--- config.mk ---
export PLATFORM = sky130hd
export DESIGN_NAME = spm_ex_loader
export DESIGN_NICKNAME = d
export VERILOG_FILES = /design/src/rtl/spm_ex_loader.sv
export SDC_FILE = /design/constraint.sdc
export NUM_CORES = 1
export LEC_CHECK = 0
export CORE_ASPECT_RATIO = 1.1
export CORE_MARGIN = 2
export CORE_UTILIZATION = 45
export CTS_BUF_LIST = sky130_fd_sc_hd__clkbuf_2
export CTS_CLUSTER_SIZE = 14
export DETAILED_ROUTE_END_ITERATION = 10
export PLACE_DENSITY = 0.74
export SKIP_CTS_REPAIR_TIMING = 1
export SLEW_MARGIN = 25
export SYNTH_ARGS = -nofsm -noshare
export SYNTH_HDL_FRONTEND = slang
export SYNTH_SLANG_ARGS = --single-unit
--- constraint.sdc ---
create_clock -name clk -period 6.3 [get_ports clk]
set_input_delay 1.26 -clock clk [delete_from_list [all_inputs] [get_ports clk]]
set_output_delay 1.26 -clock clk [all_outputs]
set_load 0.02 [all_outputs]
--- src/rtl/spm_ex_loader.sv ---
// spm_ex_loader: block-transfer sequencer for the scratchpad external port.
// Accepts {direction, base, length} commands and issues one registered write
// or read strobe per handshake on ex_bus = {wen, ren, addr, data}, stepping
// through consecutive addresses that wrap modulo 2^A_W.
module spm_ex_loader #(
  parameter int A_W = 10,
  parameter int D_W = 32
) (
  input  logic               clk,
  input  logic               rst,        // asynchronous, active-low
  input  logic               cmd_valid,
  output logic               cmd_ready,
  input  logic               cmd_write,
  input  logic [A_W-1:0]     cmd_base,
  input  logic [A_W:0]       cmd_len,
  input  logic               s_valid,
  output logic               s_ready,
  input  logic [D_W-1:0]     s_data,
  input  logic               rd_ready,
  output logic [D_W+A_W+1:0] ex_bus,
  output logic               busy,
  output logic               done
);

  typedef enum logic [1:0] {
    ST_IDLE  = 2'd0,
    ST_WRITE = 2'd1,
    ST_READ  = 2'd2,
    ST_DONE  = 2'd3
  } state_e;

  // Largest legal transfer (2^A_W words) and the counter increment.
  localparam logic [A_W:0] LEN_MAX = {1'b1, {A_W{1'b0}}};
  localparam logic [A_W:0] CNT_ONE = {{A_W{1'b0}}, 1'b1};

  state_e           state_q, state_d;
  logic [A_W-1:0]   base_q, base_d;
  logic [A_W:0]     len_q, len_d;
  logic [A_W:0]     cnt_q, cnt_d;
  logic             wen_q, wen_d;
  logic             ren_q, ren_d;
  logic [A_W-1:0]   addr_q, addr_d;
  logic [D_W-1:0]   data_q, data_d;
  logic             busy_q, busy_d;
  logic             done_q, done_d;

  logic             cmd_fire;
  logic             wr_fire;
  logic             rd_fire;
  logic [A_W:0]     len_clamped;
  logic [A_W:0]     cnt_inc;
  logic             last_beat;
  logic [A_W-1:0]   strobe_addr;

  assign cmd_fire    = cmd_valid && cmd_ready;
  assign wr_fire     = s_valid && s_ready;
  assign rd_fire     = rd_ready && (state_q == ST_READ);
  assign len_clamped = (cmd_len > LEN_MAX) ? LEN_MAX : cmd_len;
  assign cnt_inc     = cnt_q + CNT_ONE;
  assign last_beat   = (cnt_inc == len_q);
  // Truncation to A_W bits gives the required wrap from the top address to 0.
  assign strobe_addr = base_q + cnt_q[A_W-1:0];

  // State register.
  // NOTE: the reset branch is asynchronous, so a mid-transfer reset aborts
  // immediately without waiting for a clock edge.
  always_ff @(posedge clk or negedge rst) begin
    if (!rst) begin
      state_q <= ST_IDLE;
    end else begin
      // NOTE: non-blocking assignment keeps every flop sampling pre-edge values.
      state_q <= state_d;
    end
  end

  // Next-state decode. Direction is carried by the WRITE/READ state itself.
  always_comb begin
    // NOTE: default-assign first so no path through the case infers a latch.
    state_d = state_q;
    unique case (state_q)
      ST_IDLE: begin
        if (cmd_fire) begin
          if (len_clamped == '0) state_d = ST_DONE;
          else if (cmd_write)    state_d = ST_WRITE;
          else                   state_d = ST_READ;
        end
      end
      ST_WRITE: if (wr_fire && last_beat) state_d = ST_DONE;
      ST_READ:  if (rd_fire && last_beat) state_d = ST_DONE;
      ST_DONE:  state_d = ST_IDLE;
      default:  state_d = ST_IDLE;
    endcase
  end

  // Output decode: handshake readies straight from state, the rest registered.
  always_comb begin
    cmd_ready = (state_q == ST_IDLE);
    s_ready   = (state_q == ST_WRITE);
    ex_bus    = {wen_q, ren_q, addr_q, data_q};
    busy      = busy_q;
    done      = done_q;
  end

  // Datapath next-state: command capture, strobe formation and word counting.
  always_comb begin
    base_d = base_q;
    len_d  = len_q;
    cnt_d  = cnt_q;
    wen_d  = 1'b0;
    ren_d  = 1'b0;
    addr_d = addr_q;
    data_d = data_q;
    unique case (state_q)
      ST_IDLE: begin
        if (cmd_fire) begin
          base_d = cmd_base;
          len_d  = len_clamped;
          cnt_d  = '0;
        end
      end
      ST_WRITE: begin
        if (wr_fire) begin
          wen_d  = 1'b1;
          addr_d = strobe_addr;
          data_d = s_data;
          cnt_d  = cnt_inc;
        end
      end
      ST_READ: begin
        if (rd_fire) begin
          ren_d  = 1'b1;
          addr_d = strobe_addr;
          data_d = '0;
          cnt_d  = cnt_inc;
        end
      end
      default: ;
    endcase
    // busy/done are registered versions of where the FSM is heading.
    busy_d = (state_d != ST_IDLE);
    done_d = (state_d == ST_DONE);
  end

  // Datapath and status registers; all clear to their idle values on reset.
  always_ff @(posedge clk or negedge rst) begin
    if (!rst) begin
      base_q <= '0;
      len_q  <= '0;
      cnt_q  <= '0;
      wen_q  <= 1'b0;
      ren_q  <= 1'b0;
      addr_q <= '0;
      data_q <= '0;
      busy_q <= 1'b0;
      done_q <= 1'b0;
    end else begin
      base_q <= base_d;
      len_q  <= len_d;
      cnt_q  <= cnt_d;
      wen_q  <= wen_d;
      ren_q  <= ren_d;
      addr_q <= addr_d;
      data_q <= data_d;
      busy_q <= busy_d;
      done_q <= done_d;
    end
  end

endmodule

# Word-level counts from Yosys, hierarchy flattened
# Cells that the tools add are included.
[classes]
add_sub_neg = 2
mul = 0
div = 0
order_cmp = 1
n_eq_ne = 8
shifts = 0
n_mux = 21
n_bitwise = 0
reduce_logical = 13
[ops]
columns = ["operator", "n"]
rows = [
  ["2-to-1 mux 32 bit", 2],
  ["one-hot mux 32 bit (2 select lines)", 1],
  ["2-to-1 mux 11 bit", 4],
  ["one-hot mux 11 bit (3 select lines)", 1],
  ["2-to-1 mux 10 bit", 2],
  ["one-hot mux 10 bit (2 select lines)", 1],
  ["adder 11 x 1 -> 11 bit (second input constant)", 1],
  ["equality test 11 bit", 1],
  ["greater-than comparator 11 bit (second input constant)", 1],
  ["logical NOT 11 bit", 1],
  ["adder 10 bit", 1],
  ["2-to-1 mux 2 bit", 5],
  ["one-hot mux 2 bit (4 select lines)", 1],
  ["equality test 2 bit (second input constant)", 3],
  ["logical AND 1 bit", 5],
  ["2-to-1 mux 1 bit", 4],
  ["!= test 2 x 1 -> 1 bit (second input constant)", 2],
  ["AND reduction 4 bit", 1],
  ["nonzero test 2 bit", 2],
  ["AND reduction 3 bit", 1],
  ["nonzero test 3 bit", 1],
  ["equality test 2 x 1 -> 1 bit (second input constant)", 1],
  ["logical NOT 2 bit", 1],
  ["!= test 2 bit (second input constant)", 1],
  ["AND reduction 2 bit", 1],
]
[word_totals]
register_bits = 80
latch_bits = 0
mem_bits_rw = 0
romBits = 0
input_bits = 59
elab_cells = 55
n_memories = 0

# Depth between registers and ports, before layout
[logic_depth]
depth_word = 7
ltp_mapped = 9
mapped_depth_nobuf = 9

# Worst setup path before layout
# No wires, ideal clock.
[synth_timing]
path_type = "in2reg"
start = "input cmd_valid"
end = "register cnt_q[4]"
t_arrival_ns = 2.273
t_required_ns = 6.179
path_slack_ns = 3.906
cell_stages = 5
n_path_buf = 2
path_cell_list = "nor2b_1 > or3_1 > buf_2 > buf_1 > a22o_1"
[synth_between]
elab_chain_len = 3
[synth_lines]
columns = ["element", "line", "source"]
rows = [
  ["start, declared", "11", "input logic cmd_valid,"],
  ["logical AND 1 bit", "55", "assign cmd_fire = cmd_valid && cmd_ready;"],
  ["!= test 2 x 1 -> 1 bit (no line)", "-", ""],
  ["AND reduction 4 bit (no line)", "-", ""],
  ["end signal, assigned", "159", "cnt_q <= cnt_d;"],
  ["end, declared", "39", "logic [A_W:0] cnt_q, cnt_d;"],
]
# Every way passes these cells.
# A chain may end at the register's enable or synchronous reset.

# Worst setup path in the final report
[layout_timing]
start = "register state_q[1]"
end = "output cmd_ready"
[layout_between]
elab_chain_len = 1
[layout_lines]
columns = ["element", "line", "source"]
rows = [
  ["start, declared", "36", "state_e state_q, state_d;"],
  ["start signal, assigned", "72", "state_q <= state_d;"],
  ["logical NOT 2 bit", "97", "cmd_ready = (state_q == ST_IDLE);"],
  ["end, declared", "12", "output logic cmd_ready,"],
]
# Every way passes these cells.

==> results_dict.tcl <==
set metrics [dict create \
    syn_to_final_growth_pct 27.3 \
    initial_core_util_pct 45.7 \
    clkSinkCount 80 \
    critPathKind "register to output pin" \
    overflow 0 \
    start_kind "register" \
    cp.arrival_ns 2.05 \
    rsz0062_at_grt "false" \
    leakage_nw 2.42 \
    place_ws_ns 2.95 \
    synthAdderAreaFrac_pct 4.64 \
    die_y_um 105 \
    ys_warn_count 0 \
    p_sw_share_pct 43.1 \
    std_cell_rows 37 \
    crit_required_ns 5.04 \
    synthTopCellsByArea "dfrtp_1, nand2_1, o21ai_0" \
    async_flop_share_pct 100 \
    p_int_mw 1.36 \
    synth_compound_area_share_pct 15.5 \
    die_w_um 96.2 \
    synthXorXnorAreaFrac_pct 3.92 \
    cap_violations 0 \
    clock_skew_ns 0.0292 \
    clk_path_buf_depth 2 \
    mostFrequentLayoutCell "clkdlybuf4s50_1" \
    hold_viol_final 0 \
    via_count 3353 \
    nNetsFinal 603 \
    wl_um 8870 \
    p_seq_share_pct 36.5 \
    cts_tree "done" \
    clk_pin_slew_ns 0.20 \
    synth_top_family_by_area "simple AND/OR/NAND/NOR gates" \
    grt_pass1_wl_um 14200 \
    cts_root_buffer "clkbuf_2" \
    clk_latency_ns 0.51 \
    final_cell_mix "clkdlybuf4s50_1, nand2_1, dfrtp_1, o21ai_0, mux2_2" \
    slew_headroom_pct 51.9 \
    cts_made_buffers 9 \
    outcome "finished clean" \
    synth_edf_count 0 \
    final.setup.worst_slack_ns 2.99 \
    ys_ff_latch 80 \
    max_freq_mhz 302 \
    wl_per_cell_um 13.7 \
    ys_seq_area_share_pct 47.5 \
    design.core.area_um2 9210 \
    cp_max_fo 6 \
    h-tree-depth 3 \
    dpl.hpwl_um 6460 \
    finalNonFillerCells 649 \
    fin_crit_sh_pct 52.5 \
    numPlacedInstances 635 \
    synth-simple-area-share_pct 19.6 \
    tightest_slew_ns 0.721 \
    synth_cell_types 59 \
    place_congestion 0.830 \
    final-max-slew-violation-count 0 \
    grt_antenna_before_repair 0 \
    synth_area_per_cell_um2 9.59 \
    port_buffers 106 \
    pwr-share-clk_pct 8.7 \
    synthFlopType "dfrtp_1" \
    yosys.area.top_type "dfrtp_1" \
    synth_top_area_share_pct 47.5 \
    p_switching_mw 1.03 \
    vdd_ir_drop_max_mv 0.308 \
    grt_pass1_vias 3207 \
    synth_mux_area_share_pct 4.75 \
    syn-cell-area_um2 4210 \
    netlist_instances 439 \
    drtIter0Drc 86 \
    synth_nets 513 \
    io_pins 107 \
    critPathCaptureType "output pin" \
    layout-drive-gt1-share_pct 8.65 \
    final.setup.tns_ns 0 \
    viasPerCell 5.17 \
    p_per_area_nw_per_um2 447 \
    grt_max_degree 89 \
    grt_usage_pct 17.7 \
    die_area_um2 10100 \
    post-route-min-period_ns 3.31 \
    diodes 0 \
    setup_violations 0 \
    dr.pass1.iters 4 \
    share_comb_of_total_power_pct 54.8 \
    ant_nets 0 \
    hp-class "register to register" \
    post-route-drc-count 0 \
]
==> flip-flops by register name (all words and copies together), names as in the netlist <==
signal   count
state_q      2
len_q       11
wen_q        1
addr_q      10
cnt_q       11
data_q      32
busy         1
ren_q        1
done         1
base_q      10
==> layout make-up <==
type	instances	area (um2)
fill	817	3850
multi-input combinational	322	2040
sequential	80	2000
timing repair buffer	107	1070
tap	117	146
clock buffer	11	55.1
inverter	9	33.8
clock inverter	3	11.3
==> power by group through the flow <==
stage	Clock, mW	Combinational, mW	Sequential (mW)
2_1_floorplan	0	0.735	1.02
3_3_place_gp	0	1.29	0.878
5_1_grt	0.238	1.46	0.901
6_report	0.209	1.31	0.873
3_5_place_dp	0	1.32	0.889
4_1_cts	0.218	1.33	0.875
==> cells by family after synthesis <==
group | Yosys count
mux | 18
buf+inv | 37
flops | 80
fa+ha+maj | 15
compound gates | 103
simple gates | 168
xor+xnor | 18
==> routing by layer <==
layer  track usage, %  part of all wire, %  up-vias
li1                 -                    -     1701
met1             20.8                   42     1557
met2             31.1                   49       89
met3             4.93                  8.1        6
met4             5.00                 0.80        0
met5                0                    0        -
==> path summary, 6_finish.rpt <==
check                      slack (ns)    endpoint  startpoint  cells after the start
setup reg to reg                 3.60   addr_q[8]  state_q[0]                      8
min in group asynchronous        0.73  data_q[29]         rst                      1
setup / recovery                 2.99   cmd_ready  state_q[1]                      3
hold reg to reg                  0.50   addr_q[4]   addr_q[4]                      2
hold / removal                   0.50   addr_q[4]   addr_q[4]                      2
max in group asynchronous        5.06    cnt_q[0]         rst                      1
==> stage by stage <==
step | utilization, % | area, um2 | hold slack, ns | total power [mW]
floorplan | - | 4210 | 0.469 | 1.75
global placement | 57.4 | 5290 | 0.460 | 2.17
detailed placement | 57.4 | 5290 | 0.468 | 2.21
CTS | 58.1 | 5350 | 0.506 | 2.42
global route | 58.2 | 5360 | 0.531 | 2.60
finish | 58.2 | 5360 | 0.500 | 2.39
==> synth_stat cells, types with 3 or more instances <==
master and n:
nand2_1 90, dfrtp_1 80, o21ai_0 52, clkbuf_1 16, mux2_2 16, ha_1 14
nor2_1 14, nor3_1 14, nand2b_1 12, xor2_1 9, a21o_1 8, a22o_1 8
inv_1 8, xnor2_1 8, nand3_1 7, o21a_1 7, a21oi_1 6, a31oi_1 4
and3_1 4, buf_1 4, buf_4 4, nor2b_1 4, and3_2 3, nor3b_1 3
nor4_1 3, o31ai_1 3
==> worst max-delay path: stages, from the launching register on <==
cell and delay (ns):
dfrtp_1 0.49, inv_1 0.13, ha_1 0.28, clkdlybuf4s50_1 0.64
(Power assumes the default switching activity.)
